[src/rtl/id_ex_operand_stage_if.sv]
// -----------------------------------------------------------------------------
// id_ex_operand_stage_if
//   Decoded-instruction bus from the ID stage into the ID/EX operand stage.
//   ID drives every signal through the master modport, and the operand stage
//   samples them through the slave modport.
//
//   id_valid        ID holds a real instruction
//   id_rs_addr/rt   source register numbers
//   id_dst_addr     destination register (rd/rt/31 already selected)
//   id_rs/rt_data   register-file read data
//   id_imm          extended immediate
//   id_shamt        shift amount
//   id_alu_ctl      ALU operation code
//   id_sign         signed-compare select
//   id_branch_type  branch condition code
//   id_src1_shamt   operand 1 comes from shamt instead of rs
//   id_src2_imm     operand 2 comes from imm instead of rt
//   id_reg_write / id_mem_read / id_mem_write   write-back and memory controls
// -----------------------------------------------------------------------------
interface id_ex_operand_stage_if;
  logic        id_valid;
  logic [4:0]  id_rs_addr;
  logic [4:0]  id_rt_addr;
  logic [4:0]  id_dst_addr;
  logic [31:0] id_rs_data;
  logic [31:0] id_rt_data;
  logic [31:0] id_imm;
  logic [4:0]  id_shamt;
  logic [4:0]  id_alu_ctl;
  logic        id_sign;
  logic [2:0]  id_branch_type;
  logic        id_src1_shamt;
  logic        id_src2_imm;
  logic        id_reg_write;
  logic        id_mem_read;
  logic        id_mem_write;

  modport master (
    output id_valid, id_rs_addr, id_rt_addr, id_dst_addr, id_rs_data,
           id_rt_data, id_imm, id_shamt, id_alu_ctl, id_sign, id_branch_type,
           id_src1_shamt, id_src2_imm, id_reg_write, id_mem_read, id_mem_write
  );

  modport slave (
    input  id_valid, id_rs_addr, id_rt_addr, id_dst_addr, id_rs_data,
           id_rt_data, id_imm, id_shamt, id_alu_ctl, id_sign, id_branch_type,
           id_src1_shamt, id_src2_imm, id_reg_write, id_mem_read, id_mem_write
  );
endinterface

[src/rtl/id_ex_operand_stage.sv]
// -----------------------------------------------------------------------------
// id_ex_operand_stage
//   ID/EX pipeline register for the 5-stage MIPS pipe, with operand
//   forwarding from EX/MEM and MEM/WB and load-use hazard detection.
//
//   clk, reset        rising-edge clock, synchronous active-high reset
//   id_bus            decoded instruction from ID (slave modport)
//   flush             squash the instruction entering EX
//   exmem_*           EX/MEM write-back info used for forwarding
//   memwb_*           MEM/WB write-back info used for forwarding
//   stall             hold PC and IF/ID this cycle (combinational)
//   ex_valid          EX holds a real instruction
//   alu_in1/alu_in2   forwarded, source-selected ALU operands
//   ex_store_data     forwarded rt value for stores
//   ex_alu_ctl, ex_sign, ex_branch_type        registered ALU/branch controls
//   ex_dst, ex_reg_write, ex_mem_read, ex_mem_write   registered EX/MEM controls
// -----------------------------------------------------------------------------
module id_ex_operand_stage (
  input  logic                        clk,
  input  logic                        reset,
  id_ex_operand_stage_if.slave        id_bus,
  input  logic                        flush,
  input  logic                        exmem_reg_write,
  input  logic [4:0]                  exmem_dst,
  input  logic [31:0]                 exmem_result,
  input  logic                        memwb_reg_write,
  input  logic [4:0]                  memwb_dst,
  input  logic [31:0]                 memwb_result,
  output logic                        stall,
  output logic                        ex_valid,
  output logic [31:0]                 alu_in1,
  output logic [31:0]                 alu_in2,
  output logic [31:0]                 ex_store_data,
  output logic [4:0]                  ex_alu_ctl,
  output logic                        ex_sign,
  output logic [2:0]                  ex_branch_type,
  output logic [4:0]                  ex_dst,
  output logic                        ex_reg_write,
  output logic                        ex_mem_read,
  output logic                        ex_mem_write
);

  // Branch code meaning "not a branch"; a bubble must never look like one.
  localparam logic [2:0] BRANCH_NONE = 3'b100;

  typedef struct packed {
    logic        valid;
    logic [4:0]  rs_addr;
    logic [4:0]  rt_addr;
    logic [4:0]  dst;
    logic [31:0] rs_data;
    logic [31:0] rt_data;
    logic [31:0] imm;
    logic [4:0]  shamt;
    logic [4:0]  alu_ctl;
    logic        sign;
    logic [2:0]  branch_type;
    logic        src1_shamt;
    logic        src2_imm;
    logic        reg_write;
    logic        mem_read;
    logic        mem_write;
  } ex_state_t;

  ex_state_t ex_q;
  ex_state_t load_d;
  ex_state_t bubble_d;

  // Load-use hazard: the load in EX cannot forward its data in time, so the
  // consumer in ID waits one cycle. A flush discards the consumer anyway.
  assign stall = ~flush & id_bus.id_valid & ex_q.valid & ex_q.mem_read &
                 (ex_q.dst != 5'd0) &
                 ((ex_q.dst == id_bus.id_rs_addr) | (ex_q.dst == id_bus.id_rt_addr));

  // NOTE: every field gets a value on every pass through always_comb,
  // otherwise the tool infers a latch to hold the unassigned bits.
  always_comb begin
    bubble_d             = '0;
    bubble_d.branch_type = BRANCH_NONE;

    load_d             = '0;
    load_d.valid       = id_bus.id_valid;
    load_d.rs_addr     = id_bus.id_rs_addr;
    load_d.rt_addr     = id_bus.id_rt_addr;
    load_d.dst         = id_bus.id_dst_addr;
    load_d.rs_data     = id_bus.id_rs_data;
    load_d.rt_data     = id_bus.id_rt_data;
    load_d.imm         = id_bus.id_imm;
    load_d.shamt       = id_bus.id_shamt;
    load_d.alu_ctl     = id_bus.id_alu_ctl;
    load_d.sign        = id_bus.id_sign;
    load_d.branch_type = id_bus.id_branch_type;
    load_d.src1_shamt  = id_bus.id_src1_shamt;
    load_d.src2_imm    = id_bus.id_src2_imm;
    load_d.reg_write   = id_bus.id_reg_write;
    load_d.mem_read    = id_bus.id_mem_read;
    load_d.mem_write   = id_bus.id_mem_write;
  end

  // Priority reset > flush > stall > load; the first three all insert a bubble.
  // NOTE: state is assigned with <= so every register samples pre-edge values;
  // a blocking = here would let later logic in the block see the new value.
  always_ff @(posedge clk) begin
    if (reset || flush || stall) begin
      ex_q <= bubble_d;
    end else begin
      ex_q <= load_d;
    end
  end

  // The youngest producer (EX/MEM) wins; register 0 is hard-wired to zero and
  // so is never a forwarding target.
  function automatic logic [31:0] forward_operand(
    input logic [4:0]  addr,
    input logic [31:0] reg_data,
    input logic        xm_write,
    input logic [4:0]  xm_dst,
    input logic [31:0] xm_result,
    input logic        mw_write,
    input logic [4:0]  mw_dst,
    input logic [31:0] mw_result
  );
    if (xm_write && (xm_dst != 5'd0) && (xm_dst == addr)) begin
      return xm_result;
    end else if (mw_write && (mw_dst != 5'd0) && (mw_dst == addr)) begin
      return mw_result;
    end else begin
      return reg_data;
    end
  endfunction

  logic [31:0] fwd_rs;
  logic [31:0] fwd_rt;

  assign fwd_rs = forward_operand(ex_q.rs_addr, ex_q.rs_data,
                                  exmem_reg_write, exmem_dst, exmem_result,
                                  memwb_reg_write, memwb_dst, memwb_result);
  assign fwd_rt = forward_operand(ex_q.rt_addr, ex_q.rt_data,
                                  exmem_reg_write, exmem_dst, exmem_result,
                                  memwb_reg_write, memwb_dst, memwb_result);

  assign alu_in1       = ex_q.src1_shamt ? {27'b0, ex_q.shamt} : fwd_rs;
  assign alu_in2       = ex_q.src2_imm ? ex_q.imm : fwd_rt;
  // Stores take rt as data even though imm feeds the address add.
  assign ex_store_data = fwd_rt;

  assign ex_valid       = ex_q.valid;
  assign ex_alu_ctl     = ex_q.alu_ctl;
  assign ex_sign        = ex_q.sign;
  assign ex_branch_type = ex_q.branch_type;
  assign ex_dst         = ex_q.dst;
  assign ex_reg_write   = ex_q.reg_write;
  assign ex_mem_read    = ex_q.mem_read;
  assign ex_mem_write   = ex_q.mem_write;

endmodule
[src/flat_wrapper.sv]
// flat-port wrapper written by rule: the top's interface ports become plain ports
module id_ex_operand_stage_flat 
  (clk, reset, flush, exmem_reg_write, exmem_dst, exmem_result, memwb_reg_write, memwb_dst, memwb_result, stall, ex_valid, alu_in1, alu_in2, ex_store_data, ex_alu_ctl, ex_sign, ex_branch_type, ex_dst, ex_reg_write, ex_mem_read, ex_mem_write, id_bus_id_valid, id_bus_id_rs_addr, id_bus_id_rt_addr, id_bus_id_dst_addr, id_bus_id_rs_data, id_bus_id_rt_data, id_bus_id_imm, id_bus_id_shamt, id_bus_id_alu_ctl, id_bus_id_sign, id_bus_id_branch_type, id_bus_id_src1_shamt, id_bus_id_src2_imm, id_bus_id_reg_write, id_bus_id_mem_read, id_bus_id_mem_write);
  id_ex_operand_stage_if id_bus_i ();
  input  logic clk;
  input  logic reset;
  input  logic flush;
  input  logic exmem_reg_write;
  input  logic [4:0] exmem_dst;
  input  logic [31:0] exmem_result;
  input  logic memwb_reg_write;
  input  logic [4:0] memwb_dst;
  input  logic [31:0] memwb_result;
  output logic stall;
  output logic ex_valid;
  output logic [31:0] alu_in1;
  output logic [31:0] alu_in2;
  output logic [31:0] ex_store_data;
  output logic [4:0] ex_alu_ctl;
  output logic ex_sign;
  output logic [2:0] ex_branch_type;
  output logic [4:0] ex_dst;
  output logic ex_reg_write;
  output logic ex_mem_read;
  output logic ex_mem_write;
  input wire logic [$bits(id_bus_i.id_valid)-1:0] id_bus_id_valid;
  input wire logic [$bits(id_bus_i.id_rs_addr)-1:0] id_bus_id_rs_addr;
  input wire logic [$bits(id_bus_i.id_rt_addr)-1:0] id_bus_id_rt_addr;
  input wire logic [$bits(id_bus_i.id_dst_addr)-1:0] id_bus_id_dst_addr;
  input wire logic [$bits(id_bus_i.id_rs_data)-1:0] id_bus_id_rs_data;
  input wire logic [$bits(id_bus_i.id_rt_data)-1:0] id_bus_id_rt_data;
  input wire logic [$bits(id_bus_i.id_imm)-1:0] id_bus_id_imm;
  input wire logic [$bits(id_bus_i.id_shamt)-1:0] id_bus_id_shamt;
  input wire logic [$bits(id_bus_i.id_alu_ctl)-1:0] id_bus_id_alu_ctl;
  input wire logic [$bits(id_bus_i.id_sign)-1:0] id_bus_id_sign;
  input wire logic [$bits(id_bus_i.id_branch_type)-1:0] id_bus_id_branch_type;
  input wire logic [$bits(id_bus_i.id_src1_shamt)-1:0] id_bus_id_src1_shamt;
  input wire logic [$bits(id_bus_i.id_src2_imm)-1:0] id_bus_id_src2_imm;
  input wire logic [$bits(id_bus_i.id_reg_write)-1:0] id_bus_id_reg_write;
  input wire logic [$bits(id_bus_i.id_mem_read)-1:0] id_bus_id_mem_read;
  input wire logic [$bits(id_bus_i.id_mem_write)-1:0] id_bus_id_mem_write;
  assign id_bus_i.id_valid = id_bus_id_valid;
  assign id_bus_i.id_rs_addr = id_bus_id_rs_addr;
  assign id_bus_i.id_rt_addr = id_bus_id_rt_addr;
  assign id_bus_i.id_dst_addr = id_bus_id_dst_addr;
  assign id_bus_i.id_rs_data = id_bus_id_rs_data;
  assign id_bus_i.id_rt_data = id_bus_id_rt_data;
  assign id_bus_i.id_imm = id_bus_id_imm;
  assign id_bus_i.id_shamt = id_bus_id_shamt;
  assign id_bus_i.id_alu_ctl = id_bus_id_alu_ctl;
  assign id_bus_i.id_sign = id_bus_id_sign;
  assign id_bus_i.id_branch_type = id_bus_id_branch_type;
  assign id_bus_i.id_src1_shamt = id_bus_id_src1_shamt;
  assign id_bus_i.id_src2_imm = id_bus_id_src2_imm;
  assign id_bus_i.id_reg_write = id_bus_id_reg_write;
  assign id_bus_i.id_mem_read = id_bus_id_mem_read;
  assign id_bus_i.id_mem_write = id_bus_id_mem_write;
  id_ex_operand_stage u_core (.clk(clk), .reset(reset), .id_bus(id_bus_i), .flush(flush), .exmem_reg_write(exmem_reg_write), .exmem_dst(exmem_dst), .exmem_result(exmem_result), .memwb_reg_write(memwb_reg_write), .memwb_dst(memwb_dst), .memwb_result(memwb_result), .stall(stall), .ex_valid(ex_valid), .alu_in1(alu_in1), .alu_in2(alu_in2), .ex_store_data(ex_store_data), .ex_alu_ctl(ex_alu_ctl), .ex_sign(ex_sign), .ex_branch_type(ex_branch_type), .ex_dst(ex_dst), .ex_reg_write(ex_reg_write), .ex_mem_read(ex_mem_read), .ex_mem_write(ex_mem_write));
endmodule
[config.mk]
export PLATFORM = sky130hd
export DESIGN_NAME = id_ex_operand_stage_flat
export DESIGN_NICKNAME = d
export VERILOG_FILES = /design/src/rtl/id_ex_operand_stage_if.sv /design/src/rtl/id_ex_operand_stage.sv /design/src/flat_wrapper.sv
export SDC_FILE = /design/constraint.sdc
export NUM_CORES = 1
export LEC_CHECK = 0
export CAP_MARGIN = 20
export CORE_AREA = 2 2 128 130
export DETAILED_ROUTE_END_ITERATION = 16
export DIE_AREA = 0 0 130 132
export GPL_TIMING_DRIVEN = 0
export PLACE_DENSITY = 0.8
export SLEW_MARGIN = 10
export SYNTH_ARGS = -nofsm -noshare
export SYNTH_HDL_FRONTEND = slang
export SYNTH_SLANG_ARGS = --single-unit
[constraint.sdc]
create_clock -name clk -period 5.7 [get_ports clk]
set_input_delay 1.14 -clock clk [delete_from_list [all_inputs] [get_ports clk]]
set_output_delay 1.14 -clock clk [all_outputs]
set_load 0.005 [all_outputs]
==> qor.log, run 1 <==
qor: critical_path.endpoint alu_in1[22]
qor: power_and_ir_drop.switching_part_of_the_total 22.7%
qor: placement.portBuffers 324
qor: grt.grt_total_usage 27.1%
qor: critical_path.cp_slowest_stage_delay 580 ps
qor: floorplanning.pin_count 325
qor: cells_and_area.layout-area-overhead-vs-synth 66.6%
qor: placement.gp_congestion 0.874
qor: critical_path.worst_setup_path_startpoint memwb_dst[4]
qor: detailed_routing.drt_iter0_markers 376
qor: detailed_routing.avgRoutedWirePerCell 18.3 um
qor: placement.post-dp-hpwl 18000 um
qor: clock_network.cts_root_buffer sky130_fd_sc_hd__clkbuf_16
qor: critical_path.critPathSlowestCell sky130_fd_sc_hd__clkdlybuf4s50_1
qor: grt.grt.overflow.total 0
qor: critical_path.crit_path_frequent_cell sky130_fd_sc_hd__clkdlybuf4s50_1
qor: critical_path.reg2regPathDepth 6
qor: detailed_routing.drtPass1Iterations 5
qor: clock_network.cts.htree.levels 4
qor: critical_path.slack_of_the_worst_reg_to_reg_path 3270 ps
qor: power_and_ir_drop.largest_vdd_supply_drop 0.000177 V
qor: power_and_ir_drop.power.sequential.fraction 37.0%
qor: clock_network.cts-root-to-sink-buffers 2
qor: floorplanning.die_area 0.0172 mm^2
qor: cells_and_area.antenna_cells 0
qor: detailed_routing.drc 0
qor: grt.number_of_global_route_vias_before_repair 6368
qor: placement.dp_cells 1261
qor: sta.timing.slew.headroom 48.6%
qor: critical_path.buffer_and_inverter_count_on_the_worst_path 3
qor: clock_network.clock_sink_count 131
qor: critical_path.crit-reg2reg-launch u_core.ex_dst[0]
qor: synthesis.register_area_share_after_synthesis 41.9%
qor: critical_path.crit_path_category in2out
qor: clock_network.cts-buffers-inserted 17
qor: clock_network.clock_pin_slew_reported_for_the_worst_setup_and_hold_paths_after_clock_tree_synthesis 60 ps
qor: detailed_routing.totalWireLength 23600 um
qor: cells_and_area.fillerInstances 1330
qor: cells_and_area.drive_above_1_share 9.47%
qor: clock_network.number_of_buffers_inserted_for_hold_repair_after_clock_tree_synthesis 0
qor: power_and_ir_drop.post-layout-total-power 2.62 mW
qor: critical_path.end_kind output pin
qor: min_path.hold_path_class reg2reg
qor: floorplanning.placeableCoreArea 0.0157 mm^2
qor: clock_network.clock_latency 420 ps
qor: power_and_ir_drop.power_density 251 mW/mm^2
qor: detailed_routing.dr_vias_cell 5.00
qor: critical_path.crit_path_start_kind primary input
qor: floorplanning.initial_utilization 39.8%
qor: critical_path.path_delay_family buffers and inverters
qor: run.maxCapViolCount 0
qor: critical_path.worst-path-max-fanout 10
qor: critical_path.timing.critical_path.required 4560 ps
qor: sta.max_freq 0.185 GHz
qor: cells_and_area.fin_area 0.0104 mm^2
qor: synthesis.synth_nets 931
qor: critical_path.worstSetupPathDepth 8
qor: synthesis.syn-instance-count 721
qor: sta.final_max_slew_viol_count 0
qor: detailed_routing.route.vias.total 6464
qor: synthesis.synth_cell_type_count 34
qor: sta.setup_repair_after_global_routing_missed_its_margin false
qor: sta.finalHoldViolCount 0
qor: detailed_routing.antenna_left 0
qor: power_and_ir_drop.cell_internal_pwr 2.02 mW
qor: cells_and_area.finalNonFillerCells 1293
qor: clock_network.cts_tree built
qor: power_and_ir_drop.share_comb_of_total_power 17.0%
qor: sta.timing.setup.tns 0 ps
qor: grt.grt_first_pass_wirelength 35200 um
qor: power_and_ir_drop.power_leakage 4.07 nW
qor: synthesis.synth_area 0.00626 mm^2
qor: critical_path.worstPathCellList clkdlybuf4s50_1 -> xnor2_1 -> nand4_1 -> nor2_2 -> clkbuf_1 -> nand2_1 -> a311oi_1 -> clkdlybuf4s50_1
qor: power_and_ir_drop.power_switching 594 uW
qor: status.run_status finished, final reports clean
qor: critical_path.worst-endpoint-arrival 4260 ps
qor: power_and_ir_drop.power.share.clock 46.0%
qor: grt.initial_antenna_violation_count 0
qor: floorplanning.placementRows 46
qor: grt.grt_start_max_net_pins 17
qor: floorplanning.fp.dieW 130 um
qor: floorplanning.die_height 132 um
qor: critical_path.r2r_end u_core.ex_q[93]
qor: sta.post-route-period-util 94.7%
qor: synthesis.yosys_register_bits 131
qor: sta.setup_viol_count_final 0
qor: sta.tightestPinTransition 771 ps
qor: synthesis.yosys_warnings 0
qor: synthesis.postSynthAreaPerCell 8.68 um^2
qor: cells_and_area.final_nets 1274
qor: sta.finalCriticalPeriod 5400 ps
qor: sta.finalClockSkew 6.27 ps
qor: placement.placement.cell_area 0.00977 mm^2
-- power by group through the flow --
| stage | clock network [mW] | logic [mW] | registers [mW] |
|---|---|---|---|
| finish | 1.20 | 0.444 | 0.968 |
| detailed placement | 0 | 0.443 | 0.988 |
| global placement | 0 | 0.440 | 0.987 |
| floorplan | 0 | 0.153 | 0.984 |
| CTS | 1.22 | 0.447 | 0.968 |
| global route | 1.26 | 0.476 | 0.971 |
-- worst min path at each step --
stage                                 from                        to  slack [ps]  cells past startpoint
after floorplan            u_core.ex_valid  u_core.ex_branch_type[2]         870                      4
after global placement     u_core.ex_valid  u_core.ex_branch_type[2]        1190                      4
after detailed placement   u_core.ex_valid  u_core.ex_branch_type[2]        1210                      4
after CTS                  u_core.ex_valid  u_core.ex_branch_type[2]        1230                      4
after global routing      id_bus_id_imm[9]           u_core.ex_q[28]        1270                      2
final                      u_core.ex_valid  u_core.ex_branch_type[2]        1210                      4
-- state kept, by name (all words and copies together) (netlist names) --
signal and count:
u_core.ex_branch_type 3, u_core.ex_sign 1, u_core.ex_alu_ctl 5, u_core.ex_dst 5, u_core.ex_valid 1, u_core.ex_q 113
u_core.ex_reg_write 1, u_core.ex_mem_write 1, u_core.ex_mem_read 1
-- per-layer routing --
| metal | routed length (um) | GRT usage [%] |
|---|---|---|
| met3 | 1830 | 6.66 |
| met2 | 12000 | 48.3 |
| met5 | 0 | 0 |
| met4 | 512 | 8.66 |
| met1 | 9290 | 31.4 |
-- tightest hold or removal path, stage by stage, from the launching register on --
cell and delay (ps):
sky130_fd_sc_hd__dfxtp_1 320, sky130_fd_sc_hd__nand4b_1 130, sky130_fd_sc_hd__o31a_1 380, sky130_fd_sc_hd__buf_2 250
sky130_fd_sc_hd__nand2b_1 90
-- layout make-up --
| cell class | count | area (um^2) | area share, % |
|---|---|---|---|
| Buffer | 71 | 390 | 3.75 |
| Clock buffer | 18 | 439 | 4.21 |
| Clock inverter | 14 | 209 | 2.01 |
| Inverter | 5 | 18.8 | 0.180 |
| Multi-Input combinational cell | 514 | 3230 | 31.0 |
| Sequential cell | 131 | 2620 | 25.2 |
| Tap cell | 216 | 270 | 2.59 |
| Timing Repair Buffer | 324 | 3240 | 31.1 |
-- Yosys cell counts --
library cell	number	share of area, %
sky130_fd_sc_hd__and3_1	32	3.2
sky130_fd_sc_hd__a22oi_1	1	0.12
sky130_fd_sc_hd__nor3_1	4	0.32
sky130_fd_sc_hd__a311oi_1	27	3.8
sky130_fd_sc_hd__a221oi_1	2	0.28
sky130_fd_sc_hd__o31ai_1	37	4.4
sky130_fd_sc_hd__nand4_2	1	0.20
sky130_fd_sc_hd__o21ai_0	5	0.40
sky130_fd_sc_hd__and2_1	131	13
sky130_fd_sc_hd__xor2_1	16	2.2
sky130_fd_sc_hd__o31a_1	1	0.14
sky130_fd_sc_hd__o211ai_1	1	0.12
sky130_fd_sc_hd__buf_4	17	2.0
sky130_fd_sc_hd__inv_1	5	0.30
sky130_fd_sc_hd__or4_4	1	0.18
sky130_fd_sc_hd__nand4b_1	1	0.14
sky130_fd_sc_hd__or4_1	3	0.36
sky130_fd_sc_hd__a21bo_1	1	0.16
sky130_fd_sc_hd__clkbuf_1	31	1.9
sky130_fd_sc_hd__dfxtp_1	131	42
sky130_fd_sc_hd__o2111ai_1	1	0.14
sky130_fd_sc_hd__or2_1	1	0.10
sky130_fd_sc_hd__a221oi_2	30	7.2
sky130_fd_sc_hd__nand4_1	2	0.20
sky130_fd_sc_hd__buf_6	6	1.1
sky130_fd_sc_hd__o211a_1	5	0.80
sky130_fd_sc_hd__nand2b_1	1	0.10
sky130_fd_sc_hd__nor2_1	103	6.2
sky130_fd_sc_hd__buf_2	12	0.96
sky130_fd_sc_hd__o211ai_2	1	0.20
sky130_fd_sc_hd__nand2_1	92	5.5
sky130_fd_sc_hd__buf_1	5	0.30
sky130_fd_sc_hd__xnor2_1	13	1.8
sky130_fd_sc_hd__or2_2	1	0.10
-- what timing repair did --
action / in CTS / in global routing
buffers inserted: 0 / 0
gates resized for setup: 0 / 1
setup endpoints to repair: 0 / 14
-- cells in the final DEF, fill, tap and decap left out, drive strengths merged, types with 32 or more instances in the layout --
cell,count
dfxtp,131
and2,131
buf,40
o31ai,37
clkdlybuf4s50,324
a221oi,32
nand2,92
and3,32
nor2,103
clkbuf,49
-- through the flow --
step / hold WS (ps) / util [%] / worst slack, ps
final: 1210 / 66.3 / 302
after global routing: 1270 / 66.3 / 56.0
after CTS: 1230 / 66.3 / 31.7
after detailed placement: 1210 / 62.2 / 72.3
after global placement: 1190 / 62.2 / 52.7
after floorplan: 865 / - / 1940
-- cell families (layout without fill, tap and decap cells) --
kind of cell | after synthesis | after routing | share of synthesized area (%)
compound gates | 112 | 112 | 17.8
xor+xnor | 29 | 29 | 4.06
buf+inv | 76 | 432 | 6.54
flops | 131 | 131 | 41.9
simple gates | 373 | 373 | 29.7
Note: power is estimated with default switching activity, not from simulation.
==> run 2, diff against run 1 <==
--- a/config.mk
+++ b/config.mk
@@ -15,3 +15,4 @@
 export SYNTH_ARGS = -nofsm -noshare
 export SYNTH_HDL_FRONTEND = slang
 export SYNTH_SLANG_ARGS = --single-unit
+export TNS_END_PERCENT = 5
==> results of run 2 <==
Final layout, timing and power as in run 1 (identical DEF).
==> run 3, diff against run 2 <==
==> constraint.sdc (replaced) <==
create_clock -name clk -period 6.4 [get_ports clk]
set_input_delay 1.28 -clock clk [delete_from_list [all_inputs] [get_ports clk]]
set_output_delay 1.28 -clock clk [all_outputs]
set_load 0.005 [all_outputs]
==> run 3 against run 2 <==
- power is 11% lower
- highest routed layer unchanged
- sequential power is 11% lower
- cell area hardly changed
- global-route usage stayed put
- non-clock buffer count stayed put
- clock power is 11% lower
- combinational power is 11% lower
- worst hold slack worse by 7.7 ps
- cell count stayed put
- sequential cell count stayed put
- critical endpoint unchanged
- clock skew is 1.5 ps lower
- register-to-register slack better by 740 ps
==> qor.log, run 3 (synthesis results as in run 1) <==
qor: status.run_status finished, final reports clean [unchanged]
qor: critical_path.end_kind output pin [unchanged]
qor: clock_network.cts_root_buffer sky130_fd_sc_hd__clkbuf_16 [unchanged]
qor: critical_path.critPathSlowestCell sky130_fd_sc_hd__nor2_1 [was sky130_fd_sc_hd__clkdlybuf4s50_1]
qor: placement.post-dp-hpwl 18000 um [unchanged]
qor: clock_network.cts-buffers-inserted 17 [unchanged]
qor: clock_network.clock_sink_count 131 [unchanged]
qor: sta.setup_repair_after_global_routing_missed_its_margin false [unchanged]
qor: sta.hold_slack 1200 ps [was 1210 ps]
qor: cells_and_area.drive_above_1_share 9.38% [was 9.47%]
qor: grt.initial_antenna_violation_count 0 [unchanged]
qor: clock_network.number_of_buffers_inserted_for_hold_repair_after_clock_tree_synthesis 0 [unchanged]
qor: grt.grt_first_pass_wirelength 35200 um [unchanged]
qor: cells_and_area.most_frequent_cells_in_the_layout sky130_fd_sc_hd__clkdlybuf4s50_1, sky130_fd_sc_hd__and2_1, sky130_fd_sc_hd__dfxtp_1 [unchanged]
qor: sta.final_max_slew_viol_count 0 [unchanged]
qor: cells_and_area.largest_register_ffs 113 [unchanged]
qor: cells_and_area.antenna_cells 0 [unchanged]
qor: sta.post-route-period-util 91.7%
qor: critical_path.crit_path_category in2out [unchanged]
qor: cells_and_area.mostFrequentLayoutCell sky130_fd_sc_hd__clkdlybuf4s50_1 [unchanged]
qor: critical_path.crit_path_frequent_cell sky130_fd_sc_hd__clkdlybuf4s50_1 [unchanged]
qor: power_and_ir_drop.post-layout-total-power 2.33 mW [was 2.62 mW]
qor: sta.max_freq 0.170 GHz
qor: power_and_ir_drop.power_density 224 mW/mm^2 [was 251 mW/mm^2]
qor: placement.gp_congestion 0.874 [unchanged]
qor: floorplanning.die_height 132 um [unchanged]
qor: run.maxCapViolCount 0 [unchanged]
qor: placement.portBuffers 324 [unchanged]
qor: floorplanning.placementRows 46 [unchanged]
qor: detailed_routing.drc 0 [unchanged]
qor: clock_network.cts.htree.levels 4 [unchanged]
qor: clock_network.clock_latency 420 ps [about the same]
qor: grt.grt_total_usage 27.1% [unchanged]
qor: min_path.hold_path_class reg2reg [unchanged]
qor: critical_path.worstPathCellList clkdlybuf4s50_1 -> xnor2_1 -> nand4_1 -> nor2_1 -> clkbuf_1 -> nand2_1 -> a311oi_1 -> clkdlybuf4s50_1 [was clkdlybuf4s50_1 -> xnor2_1 -> nand4_1 -> nor2_2 -> clkbuf_1 -> nand2_1 -> a311oi_1 -> clkdlybuf4s50_1]
qor: cells_and_area.fin_util 66.3% [about the same]
qor: detailed_routing.drtPass1Iterations 5 [unchanged]
qor: grt.grt.overflow.total 0 [unchanged]
qor: critical_path.worst-path-max-fanout 10 [unchanged]
qor: cells_and_area.fin_area 0.0104 mm^2 [about the same]
qor: sta.setup_viol_count_final 0 [unchanged]
qor: cells_and_area.finalNonFillerCells 1293 [unchanged]
qor: clock_network.cts_tree built [unchanged]
qor: power_and_ir_drop.largest_vdd_supply_drop 0.000157 V [was 0.000177 V]
qor: clock_network.cts-root-to-sink-buffers 2 [unchanged]
qor: sta.finalHoldViolCount 0 [unchanged]
qor: cells_and_area.area_of_the_multi_input_gates 0.00322 mm^2 [was 0.00323 mm^2]
qor: cells_and_area.top_register u_core.ex_q [unchanged]
qor: clock_network.clock_pin_slew_reported_for_the_worst_setup_and_hold_paths_after_clock_tree_synthesis 60 ps [about the same]
qor: detailed_routing.route.vias.total 6444 [was 6464]
qor: floorplanning.die_area 0.0172 mm^2 [unchanged]
qor: placement.placement.cell_area 0.00977 mm^2 [unchanged]
qor: critical_path.cp_slowest_stage_delay 740 ps [was 580 ps]
qor: critical_path.crit_path_start_kind primary input [unchanged]
qor: cells_and_area.ff_latch_area 0.00262 mm^2 [unchanged]
qor: grt.number_of_global_route_vias_before_repair 6368 [unchanged]
qor: clock_network.postCtsSetupBuffers 0 [unchanged]
qor: detailed_routing.antenna_left 0 [unchanged]
qor: cells_and_area.final_nets 1274 [unchanged]
qor: sta.timing.slew.headroom 45.6% [was 48.6%]
qor: cells_and_area.layout-area-overhead-vs-synth 66.5% [was 66.6%]
qor: clock_network.ctsResizeCount 0 [unchanged]
qor: floorplanning.initial_utilization 39.8% [unchanged]
qor: detailed_routing.totalWireLength 23600 um [about the same]
qor: sta.finalClockSkew 4.81 ps [was 6.27 ps]
qor: sta.finalCriticalPeriod 5870 ps
qor: sta.setup_slack 533 ps [was 302 ps]
qor: detailed_routing.drt_iter0_markers 385 [was 376]
qor: sta.timing.setup.tns 0 ps [unchanged]
qor: critical_path.worst-endpoint-arrival 4590 ps [was 4260 ps]
qor: floorplanning.pin_count 325 [unchanged]
qor: floorplanning.fp.dieW 130 um [unchanged]
qor: sta.tightestPinTransition 813 ps [was 771 ps]
qor: power_and_ir_drop.power_leakage 4.07 nW [about the same]
qor: critical_path.timing.critical_path.required 5120 ps [was 4560 ps]
qor: grt.grt_start_max_net_pins 17 [unchanged]
qor: placement.pre_cts_ws 492 ps [was 72.3 ps]
qor: cells_and_area.fillerInstances 1330 [unchanged]
qor: detailed_routing.dr_vias_cell 4.98 [was 5.00]
qor: floorplanning.placeableCoreArea 0.0157 mm^2 [unchanged]
qor: placement.dp_cells 1261 [unchanged]
qor: detailed_routing.avgRoutedWirePerCell 18.3 um [about the same]
[run 3: area by class of cell]
| class | count | share of cell area, % |
|---|---|---|
| buffer | 71 | 3.75 |
| clock buffer | 18 | 4.22 |
| clock inverter | 14 | 2.01 |
| inverter | 5 | 0.180 |
| multi-input combinational | 514 | 31.0 |
| sequential | 131 | 25.2 |
| tap | 216 | 2.59 |
| timing repair buffer | 324 | 31.1 |
[run 3: power breakdown]
group	switching [mW]	internal, mW
clock	0.372	0.700
combinational	0.144	0.251
sequential	0.0131	0.849
total	0.529	1.80
[run 3: per-layer routing]
layer | vias up | GRT usage [%] | part of all wire (%)
li1 | 3132 | - | -
met1 | 2994 | 31.4 | 39
met2 | 285 | 48.3 | 51
met3 | 33 | 6.66 | 7.7
met4 | 0 | 8.66 | 2.1
met5 | - | 0 | 0
[run 3: worst max-delay path: cells and delay by family]
family | cells | cell delay (ps)
and+or+nand+nor | 3 | 1170
xor gates and xnor gates | 1 | 150
AOI/OAI and AO/OA | 1 | 370
buffers and inverters | 3 | 1630
[run 3: final timing paths]
kind,from,endpoint,slack (ps),depth (start not counted)
setup / recovery,memwb_dst[4],alu_in1[22],530,8
hold / removal,u_core.ex_valid,u_core.ex_branch_type[2],1200,4
setup reg to reg,u_core.ex_dst[0],u_core.ex_q[87],4010,6
hold reg to reg,u_core.ex_valid,u_core.ex_branch_type[2],1200,4
